**src/rtl/pipe_hazard_ctrl_if.sv**
```systemverilog
// Hazard-controller bundle: pipeline hazard inputs and stage enable/flush controls.
// The pipeline drives the master side; the controller sits on the slave side.
interface pipe_hazard_ctrl_if #(
  parameter int unsigned CNT_W = 32
);
  logic [4:0]       rs1_id;
  logic [4:0]       rs2_id;
  logic             use_rs1_id;
  logic             use_rs2_id;
  logic [4:0]       rd_ex;
  logic             mem_read_ex;
  logic             mispredict_ex;
  logic [31:0]      target_ex;
  logic             dmem_req;
  logic             dmem_ready;
  logic             pc_en;
  logic             pc_redirect;
  logic [31:0]      redirect_pc;
  logic             if_id_en;
  logic             if_id_flush;
  logic             id_ex_en;
  logic             id_ex_flush;
  logic             ex_mem_en;
  logic             mem_timeout_err;
  logic [CNT_W-1:0] stall_cycles;
  logic [CNT_W-1:0] flush_events;

  modport master (
    output rs1_id, rs2_id, use_rs1_id, use_rs2_id, rd_ex, mem_read_ex, mispredict_ex,
           target_ex, dmem_req, dmem_ready,
    input  pc_en, pc_redirect, redirect_pc, if_id_en, if_id_flush, id_ex_en, id_ex_flush,
           ex_mem_en, mem_timeout_err, stall_cycles, flush_events
  );

  modport slave (
    input  rs1_id, rs2_id, use_rs1_id, use_rs2_id, rd_ex, mem_read_ex, mispredict_ex,
           target_ex, dmem_req, dmem_ready,
    output pc_en, pc_redirect, redirect_pc, if_id_en, if_id_flush, id_ex_en, id_ex_flush,
           ex_mem_en, mem_timeout_err, stall_cycles, flush_events
  );
endinterface

```
**src/rtl/pipe_hazard_ctrl.sv**
```systemverilog
// Stall/flush sequencer for the 5-stage pipeline: load-use bubbles, mispredict redirects,
// data-memory freezes, wait timeout detection and hazard statistics.
module pipe_hazard_ctrl #(
  parameter int unsigned REDIRECT_CYC = 2,
  parameter int unsigned MEM_TIMEOUT  = 256,
  parameter int unsigned CNT_W        = 32
) (
  input logic              clk,
  input logic              rst,
  pipe_hazard_ctrl_if.slave hz
);

  localparam int unsigned RcW = $clog2(REDIRECT_CYC + 1);
  localparam int unsigned WcW = $clog2(MEM_TIMEOUT + 1);
  localparam logic [RcW-1:0] RcReload = RcW'(REDIRECT_CYC - 1);
  localparam logic [WcW-1:0] WcMax    = WcW'(MEM_TIMEOUT);

  typedef enum logic [1:0] {StRun, StMemWait, StRedirect} state_e;

  state_e           state_q;
  logic             ret_redir_q;
  logic [RcW-1:0]   redir_cnt_q;
  logic [WcW-1:0]   wait_cnt_q;
  logic             err_q;
  logic [CNT_W-1:0] stall_q;
  logic [CNT_W-1:0] flush_q;

  logic mem_stall, load_use, redir_active;
  logic c_misp, c_lu, c_redir;

  always_comb begin
    mem_stall = hz.dmem_req & ~hz.dmem_ready;
    load_use  = hz.mem_read_ex & (hz.rd_ex != 5'd0) &
                ((hz.use_rs1_id & (hz.rs1_id == hz.rd_ex)) |
                 (hz.use_rs2_id & (hz.rs2_id == hz.rd_ex)));
    // A freeze taken mid-redirect still owes its stale-fetch discard on release.
    redir_active = (state_q == StRedirect) | ((state_q == StMemWait) & ret_redir_q);
    c_misp  = ~mem_stall & hz.mispredict_ex;
    c_lu    = ~mem_stall & ~hz.mispredict_ex & load_use;
    c_redir = ~mem_stall & ~hz.mispredict_ex & ~load_use & redir_active;
  end

  always_comb begin
    hz.pc_en       = 1'b0;
    hz.pc_redirect = 1'b0;
    hz.if_id_en    = 1'b0;
    hz.if_id_flush = 1'b0;
    hz.id_ex_en    = 1'b0;
    hz.id_ex_flush = 1'b0;
    hz.ex_mem_en   = 1'b0;
    if (!rst && !mem_stall) begin
      hz.pc_en       = ~c_lu;
      hz.pc_redirect = c_misp;
      hz.if_id_en    = ~c_lu;
      hz.if_id_flush = c_misp | c_redir;
      hz.id_ex_en    = 1'b1;
      hz.id_ex_flush = c_misp | c_lu;
      hz.ex_mem_en   = 1'b1;
    end
  end

  assign hz.redirect_pc     = hz.target_ex;
  assign hz.mem_timeout_err = err_q;
  assign hz.stall_cycles    = stall_q;
  assign hz.flush_events    = flush_q;

  always_ff @(posedge clk or posedge rst) begin
    if (rst) begin
      state_q     <= StRun;
      ret_redir_q <= 1'b0;
      redir_cnt_q <= '0;
      wait_cnt_q  <= '0;
      err_q       <= 1'b0;
      stall_q     <= '0;
      flush_q     <= '0;
    end else begin
      if (mem_stall) begin
        state_q <= StMemWait;
        if (state_q == StRedirect) begin
          ret_redir_q <= 1'b1;
        end else if (state_q == StRun) begin
          ret_redir_q <= 1'b0;
        end
      end else if (hz.mispredict_ex) begin
        ret_redir_q <= 1'b0;
        if (REDIRECT_CYC > 1) begin
          state_q     <= StRedirect;
          redir_cnt_q <= RcReload;
        end else begin
          state_q     <= StRun;
          redir_cnt_q <= '0;
        end
      end else if (redir_active) begin
        ret_redir_q <= 1'b0;
        redir_cnt_q <= redir_cnt_q - 1'b1;
        state_q     <= (redir_cnt_q <= RcW'(1)) ? StRun : StRedirect;
      end else begin
        ret_redir_q <= 1'b0;
        state_q     <= StRun;
      end

      if (mem_stall) begin
        if (wait_cnt_q != WcMax) begin
          wait_cnt_q <= wait_cnt_q + 1'b1;
        end
        if (wait_cnt_q >= WcW'(MEM_TIMEOUT - 1)) begin
          err_q <= 1'b1;
        end
      end else begin
        wait_cnt_q <= '0;
      end

      if ((mem_stall | c_lu) && (stall_q != '1)) begin
        stall_q <= stall_q + 1'b1;
      end
      if (c_misp && (flush_q != '1)) begin
        flush_q <= flush_q + 1'b1;
      end
    end
  end

endmodule

```
**src/flat_wrapper.sv**
```systemverilog
// flat-port wrapper written by rule: the top's interface ports become plain ports
module pipe_hazard_ctrl_flat 
#(
  parameter int unsigned REDIRECT_CYC = 2,
  parameter int unsigned MEM_TIMEOUT  = 256,
  parameter int unsigned CNT_W        = 32
)
  (clk, rst, hz_rs1_id, hz_rs2_id, hz_use_rs1_id, hz_use_rs2_id, hz_rd_ex, hz_mem_read_ex, hz_mispredict_ex, hz_target_ex, hz_dmem_req, hz_dmem_ready, hz_pc_en, hz_pc_redirect, hz_redirect_pc, hz_if_id_en, hz_if_id_flush, hz_id_ex_en, hz_id_ex_flush, hz_ex_mem_en, hz_mem_timeout_err, hz_stall_cycles, hz_flush_events);
  pipe_hazard_ctrl_if #(.CNT_W(CNT_W)) hz_i ();
  input logic clk;
  input logic rst;
  input wire logic [$bits(hz_i.rs1_id)-1:0] hz_rs1_id;
  input wire logic [$bits(hz_i.rs2_id)-1:0] hz_rs2_id;
  input wire logic [$bits(hz_i.use_rs1_id)-1:0] hz_use_rs1_id;
  input wire logic [$bits(hz_i.use_rs2_id)-1:0] hz_use_rs2_id;
  input wire logic [$bits(hz_i.rd_ex)-1:0] hz_rd_ex;
  input wire logic [$bits(hz_i.mem_read_ex)-1:0] hz_mem_read_ex;
  input wire logic [$bits(hz_i.mispredict_ex)-1:0] hz_mispredict_ex;
  input wire logic [$bits(hz_i.target_ex)-1:0] hz_target_ex;
  input wire logic [$bits(hz_i.dmem_req)-1:0] hz_dmem_req;
  input wire logic [$bits(hz_i.dmem_ready)-1:0] hz_dmem_ready;
  output wire logic [$bits(hz_i.pc_en)-1:0] hz_pc_en;
  output wire logic [$bits(hz_i.pc_redirect)-1:0] hz_pc_redirect;
  output wire logic [$bits(hz_i.redirect_pc)-1:0] hz_redirect_pc;
  output wire logic [$bits(hz_i.if_id_en)-1:0] hz_if_id_en;
  output wire logic [$bits(hz_i.if_id_flush)-1:0] hz_if_id_flush;
  output wire logic [$bits(hz_i.id_ex_en)-1:0] hz_id_ex_en;
  output wire logic [$bits(hz_i.id_ex_flush)-1:0] hz_id_ex_flush;
  output wire logic [$bits(hz_i.ex_mem_en)-1:0] hz_ex_mem_en;
  output wire logic [$bits(hz_i.mem_timeout_err)-1:0] hz_mem_timeout_err;
  output wire logic [$bits(hz_i.stall_cycles)-1:0] hz_stall_cycles;
  output wire logic [$bits(hz_i.flush_events)-1:0] hz_flush_events;
  assign hz_i.rs1_id = hz_rs1_id;
  assign hz_i.rs2_id = hz_rs2_id;
  assign hz_i.use_rs1_id = hz_use_rs1_id;
  assign hz_i.use_rs2_id = hz_use_rs2_id;
  assign hz_i.rd_ex = hz_rd_ex;
  assign hz_i.mem_read_ex = hz_mem_read_ex;
  assign hz_i.mispredict_ex = hz_mispredict_ex;
  assign hz_i.target_ex = hz_target_ex;
  assign hz_i.dmem_req = hz_dmem_req;
  assign hz_i.dmem_ready = hz_dmem_ready;
  assign hz_pc_en = hz_i.pc_en;
  assign hz_pc_redirect = hz_i.pc_redirect;
  assign hz_redirect_pc = hz_i.redirect_pc;
  assign hz_if_id_en = hz_i.if_id_en;
  assign hz_if_id_flush = hz_i.if_id_flush;
  assign hz_id_ex_en = hz_i.id_ex_en;
  assign hz_id_ex_flush = hz_i.id_ex_flush;
  assign hz_ex_mem_en = hz_i.ex_mem_en;
  assign hz_mem_timeout_err = hz_i.mem_timeout_err;
  assign hz_stall_cycles = hz_i.stall_cycles;
  assign hz_flush_events = hz_i.flush_events;
  pipe_hazard_ctrl #(.REDIRECT_CYC(REDIRECT_CYC), .MEM_TIMEOUT(MEM_TIMEOUT), .CNT_W(CNT_W)) u_core (.clk(clk), .rst(rst), .hz(hz_i));
endmodule
```
**config.mk**
```make
export PLATFORM = sky130hd
export DESIGN_NAME = pipe_hazard_ctrl_flat
export DESIGN_NICKNAME = d
export VERILOG_FILES = /design/src/rtl/pipe_hazard_ctrl_if.sv /design/src/rtl/pipe_hazard_ctrl.sv /design/src/flat_wrapper.sv
export SDC_FILE = /design/constraint.sdc
export NUM_CORES = 1
export LEC_CHECK = 0
export ABC_AREA = 0
export CAP_MARGIN = 0
export CORE_AREA = 2 2 69 137
export CTS_CLUSTER_DIAMETER = 150
export DETAILED_ROUTE_END_ITERATION = 8
export DIE_AREA = 0 0 71 139
export PLACE_DENSITY = 0.85
export SYNTH_ARGS = -nofsm -noshare
export SYNTH_HDL_FRONTEND = slang
export SYNTH_SLANG_ARGS = --single-unit
export TNS_END_PERCENT = 1
```
**constraint.sdc**
```tcl
create_clock -name clk -period 5.4 [get_ports clk]
set_clock_uncertainty 0.1 [all_clocks]
set_input_delay 0.54 -clock clk [delete_from_list [all_inputs] [get_ports clk]]
set_output_delay 0.54 -clock clk [all_outputs]
set_load 0.1 [all_outputs]
```
Word level (Yosys, flattened, before mapping) --
Cells that the tools add are included.
Storage, ports and cells: bits in registers 79, bits of input ports 55
Operators by class: $add $sub $neg 4, order comparisons 2, equal/unequal tests 9, muxes and demuxes 16, bitwise gates (word level) 21, reductions and logical operators 10
Operators by type and width (number):
- $add 32x1->32 const B | 2
- $ne 32x32->1 const B | 2
- $mux 9 | 2
- $mux 2 | 6
- $and 1x1->1 | 11
- $eq 5x5->1 | 2
- $add 9x1->9 const B | 1
- $ge 9x8->1 const B | 1
- $ne 9x9->1 const B | 1
- $mux 1 | 8
- $not 1->1 | 5
- $or 1x1->1 | 5
- $reduce_bool 5->1 | 1
- $reduce_and 2->1 | 2
- $logic_and 1x1->1 | 3
- $ne 3x3->1 const B | 1
- $eq 2x1->1 const B | 1
- $eq 2x2->1 const B | 1
- $le 2x1->1 const B | 1
- $logic_not 1->1 | 2
- $logic_not 2->1 | 1
- $ne 2x2->1 const B | 1
- $reduce_bool 2->1 | 1
- $sub 2x1->2 const B | 1

Longest topological paths before layout --
depth after elaboration 9, depth in mapped cells 9

Worst setup path before layout --
Ideal clock, no wire load.
kind input -> output, from in rst, to out hz_pc_en, arrival time 4559 ps, slack 201 ps, stages on the path 4, buffers on the path 1, cells stage by stage inv_1 > nand2_1 > a21oi_1 > buf_4
On the way: cells in the longest elaborated chain, start to end 3
RTL lines:
- start: declaration | RTL line flat_wrapper.sv:11 | input logic rst;
- $logic_not 1->1 | RTL line pipe_hazard_ctrl.sv:51 | if (!rst && !mem_stall) begin
- $logic_and 1x1->1 | RTL line pipe_hazard_ctrl.sv:51
- $mux 1
- end: declaration | RTL line flat_wrapper.sv:22 | output wire logic [$bits(hz_i.pc_en)-1:0] hz_pc_en;
Every way passes these cells.

Worst setup path in the final report --
from in hz_dmem_ready, to out hz_if_id_flush
On the way: cells in the longest elaborated chain, start to end 8, elaborated cells between the ends (all ways) 11, classes of those cells 1 x mux; 8 x bitwise; 2 x reduce/logical
RTL lines:
- start: declaration | RTL line flat_wrapper.sv:21 | input wire logic [$bits(hz_i.dmem_ready)-1:0] hz_dmem_ready;
- $not 1->1 (*) | RTL line pipe_hazard_ctrl.sv:32 | mem_stall = hz.dmem_req & ~hz.dmem_ready;
- $and 1x1->1 (*) | RTL line pipe_hazard_ctrl.sv:32
- named net u_core.mem_stall | RTL line pipe_hazard_ctrl.sv:28 | logic mem_stall, load_use, redir_active;
- $not 1->1 (no line)
- $and 1x1->1 (3 in series) | RTL line pipe_hazard_ctrl.sv:40 | c_redir = ~mem_stall & ~hz.mispredict_ex & ~load_use & redir_active;
- $or 1x1->1 | RTL line pipe_hazard_ctrl.sv:55 | hz.if_id_flush = c_misp | c_redir;
- $mux 1 (*) | RTL line pipe_hazard_ctrl.sv:51
- end: declaration | RTL line flat_wrapper.sv:26 | output wire logic [$bits(hz_i.if_id_flush)-1:0] hz_if_id_flush;
The timed path passes the listed nets; every way through them passes the cells marked *.

==> summary.txt <==
Final layout
  • Ant diodes: 0
  • Layout area overhead: 25.3%
  • Layout cells sized above 1: between 6 and 7%
  • Fillers: 698
  • Nets: approximately 530

Routing
  • Initial DRC Count: between 100 and 150
  • Detailed Routing Iterations Pass 1: 5
  • DRC: 0
  • DR vias: 3059
  • Final ANT Viol Nets: 0
  • DR vias/cell: roughly 5.4
  • DRT Wirelength: 9170 microns
  • WL per Instance: approximately 16 microns

Hold path
  • Hold path cells: 1
  • HP Class: flop to flop

CTS
  • Clock tree from TritonCTS: done
  • Post-CTS Setup Inserts: 0
  • CTS Buffer Depth: 2
  • # resized after CTS: 0
  • Clk pin slew, worst setup/hold paths: 0.05 ns
  • Cts bufs inserted: 9
  • CTS Hold Bufs: 0
  • H-tree depth: 3
  • Clk sinks: 79
  • Root Buffer: clkbuf_16
  • Clock Latency Late Sink: 0.33 ns

Critical path
  • Startpoint Class: input pin
  • Crit Path Max Fanout: 14
  • Crit Path Class: input pin to output pin
  • Critical Path RT: 4.76 ns
  • Crit. End Element: output pin
  • Worst path arrival time: between 3 and 4 ns
  • Reg2Reg Depth: 6

GRT
  • Gr busiest metal: met2
  • Grt met3 use: 4.65%
  • M2 GR Usage: 34.8%
  • Vias in the first global route: 3273
  • First-pass GRT wire length: 15400 microns
  • Initial antenna violation count: 0
  • Gr usage total: 19.4%
  • Grt met1 use: 20.3%
  • Largest net degree at the start of global routing: 80
  • GRT overflow: 0

Logic synthesis
  • Synthesized area per cell: 10.4 sq um
  • FFs w/ async S/R, synth: between 90% and 100%
  • Post-synth EDFFs: 0
  • Mapped Nets: 461
  • Post-Synthesis Cells: 400
  • Yosys warns: 0
  • Yosys cell types: 44
  • Post-synth top flop: dfrtp_1
  • Synth Register Bits: 79
  • Post-synthesis cell area: 4150 sq um
  • Sequential area share after synthesis: 47.6%

STA
  • Fmax: 250 MHz
  • Final Worst Setup Slack: 1.41 ns
  • Post-Route Setup TNS: 0 ns
  • RSZ-0062 raised after global routing: no
  • Slew Viols, Final: 0
  • Hold Slack: 0.366 ns
  • Max_slew headroom: 27.4%
  • Worst Tran Pin Value: 1.09 ns
  • Final setup vio count: 0
  • Fin crit period: 3.99 ns
  • Final worst path period share: 73.9%
  • Fin. Hold Viols: 0

Run
  • Max-cap violations: 0

Status
  • Run status: complete, no violations

Die
  • Initial Util: a little under half
  • Core ar.: 8890 sq um
  • Die Y: 139 microns
  • Die area: 9870 sq um
  • Die W: approximately 71 microns
  • Io pins: 159
  • Std cell rows: 49

Placed design
  • IO buf count: 94
  • GP Congestion: 0.828
  • DP HPWL: 6680 microns
  • Dpl ws: 1.46 ns

Power
  • Lkg Pwr: 2.22 nW
  • Worst vdd ir: 0.000352 V
  • PwrDens: approximately 360 nW/um^2
layout make-up:
class | count | area (sq um) | area share, %
clock inverter | 6 | 62.6 | 1.20
tap | 102 | 128 | 2.45
multi-input combinational | 270 | 1830 | 35.1
clock buffer | 9 | 225 | 4.33
sequential | 79 | 1980 | 38.0
timing repair buffer | 95 | 948 | 18.2
inverter | 9 | 33.8 | 0.650
cell usage in the layout, fill, tap and decap left out, drive strengths merged:
cell type | Yosys | layout
a31oi | 1 | 1
o22ai | 2 | 2
or2 | 2 | 2
clkdlybuf4s50 | 0 | 94
o21a | 2 | 2
a21oi | 7 | 7
o211ai | 1 | 1
clkinv | 0 | 2
nand2 | 37 | 37
nand3b | 2 | 2
inv | 9 | 9
clkinvlp | 0 | 3
o21ba | 1 | 1
o21ai | 3 | 3
and4 | 7 | 7
xor2 | 14 | 14
nor3 | 3 | 3
ha | 6 | 6
nand4 | 23 | 23
nor4b | 1 | 1
nor2b | 1 | 1
o211a | 1 | 1
bufinv | 0 | 1
nand4b | 1 | 1
nor4 | 2 | 2
and2 | 4 | 4
nor2 | 24 | 24
xnor2 | 64 | 64
nand3 | 28 | 28
nand2b | 3 | 3
or3b | 1 | 1
buf | 38 | 1
dfrtp | 79 | 79
and3 | 25 | 25
or4 | 1 | 1
clkbuf | 4 | 9
mux2 | 3 | 3
cells in the mapped netlist, drive strengths merged, types with 2 or more instances:
master / number / share of area, %
dfrtp: 79 / 48
xnor2: 64 / 14
buf: 38 / 7.2
nand2: 37 / 3.3
nand3: 28 / 4.0
and3: 25 / 3.9
nor2: 24 / 2.2
nand4: 23 / 3.9
xor2: 14 / 3.0
inv: 9 / 0.81
a21oi: 7 / 0.93
and4: 7 / 1.5
ha: 6 / 1.8
and2: 4 / 0.60
clkbuf: 4 / 0.36
mux2: 3 / 0.81
nand2b: 3 / 0.45
nor3: 3 / 0.36
o21ai: 3 / 0.36
nand3b: 2 / 0.36
nor4: 2 / 0.30
o21a: 2 / 0.36
o22ai: 2 / 0.30
or2: 2 / 0.30
per-layer routing:
metal	vias to the layer above	wire length (microns)
met5	-	0
li1	1448	-
met2	91	5040
met4	0	313
met3	35	453
met1	1485	3370
registers in the layout, indices dropped and copies added, names as in the netlist:
name                       cells
u_core.ret_redir_q             1
u_core.hz.mem_timeout_err      1
u_core.hz.stall_cycles        32
u_core.redir_cnt_q             2
u_core.hz.flush_events        32
u_core.wait_cnt_q              9
u_core.state_q                 2
cells by family after synthesis:
kind of cell	share of synthesized area [%]
xor gates and xnor gates	16.5
DFF	47.6
AOI/OAI and AO/OA	2.77
and+or+nand+nor	22.2
adders and majority gates	1.81
muxes	0.814
buffers and inverters	8.35
report_power, final:
| group | total (mW) | switching, mW | internal [mW] |
|---|---|---|---|
| sequential | 0.699 | 0.0573 | 0.642 |
| combinational | 0.593 | 0.443 | 0.150 |
| clock | 0.584 | 0.231 | 0.353 |
critical path, stage by stage:
cell and delay (ns):
clkdlybuf4s50_1 0.45, nand2b_1 0.43, inv_1 0.18, nor2_1 0.35, nand2_1 0.09, a21oi_1 0.16, clkdlybuf4s50_1 1.15
final timing paths:
check | from | to | slack [ns]
min in group asynchronous | rst | u_core.ret_redir_q | 0.86
worst max-delay path | hz_dmem_ready | hz_if_id_flush | 1.41
worst min register to register | u_core.hz.mem_timeout_err | u_core.hz.mem_timeout_err | 0.37
worst min-delay path | u_core.hz.mem_timeout_err | u_core.hz.mem_timeout_err | 0.37
worst max register to register | u_core.hz.stall_cycles[20] | u_core.hz.stall_cycles[1] | 2.76
max in group asynchronous | rst | u_core.hz.stall_cycles[2] | 3.72
through the flow:
step                cells  area [sq um]  total power [mW]  util (%)
floorplan             400          4150              1.27         -
global placement      555          4910              1.30      55.3
detailed placement    555          4910              1.31      55.3
CTS                   570          5200              1.90      58.5
global route          570          5200              1.95      58.5
finish                570          5200              1.88      58.5
No activity file was read; power rests on OpenSTA's default activity.
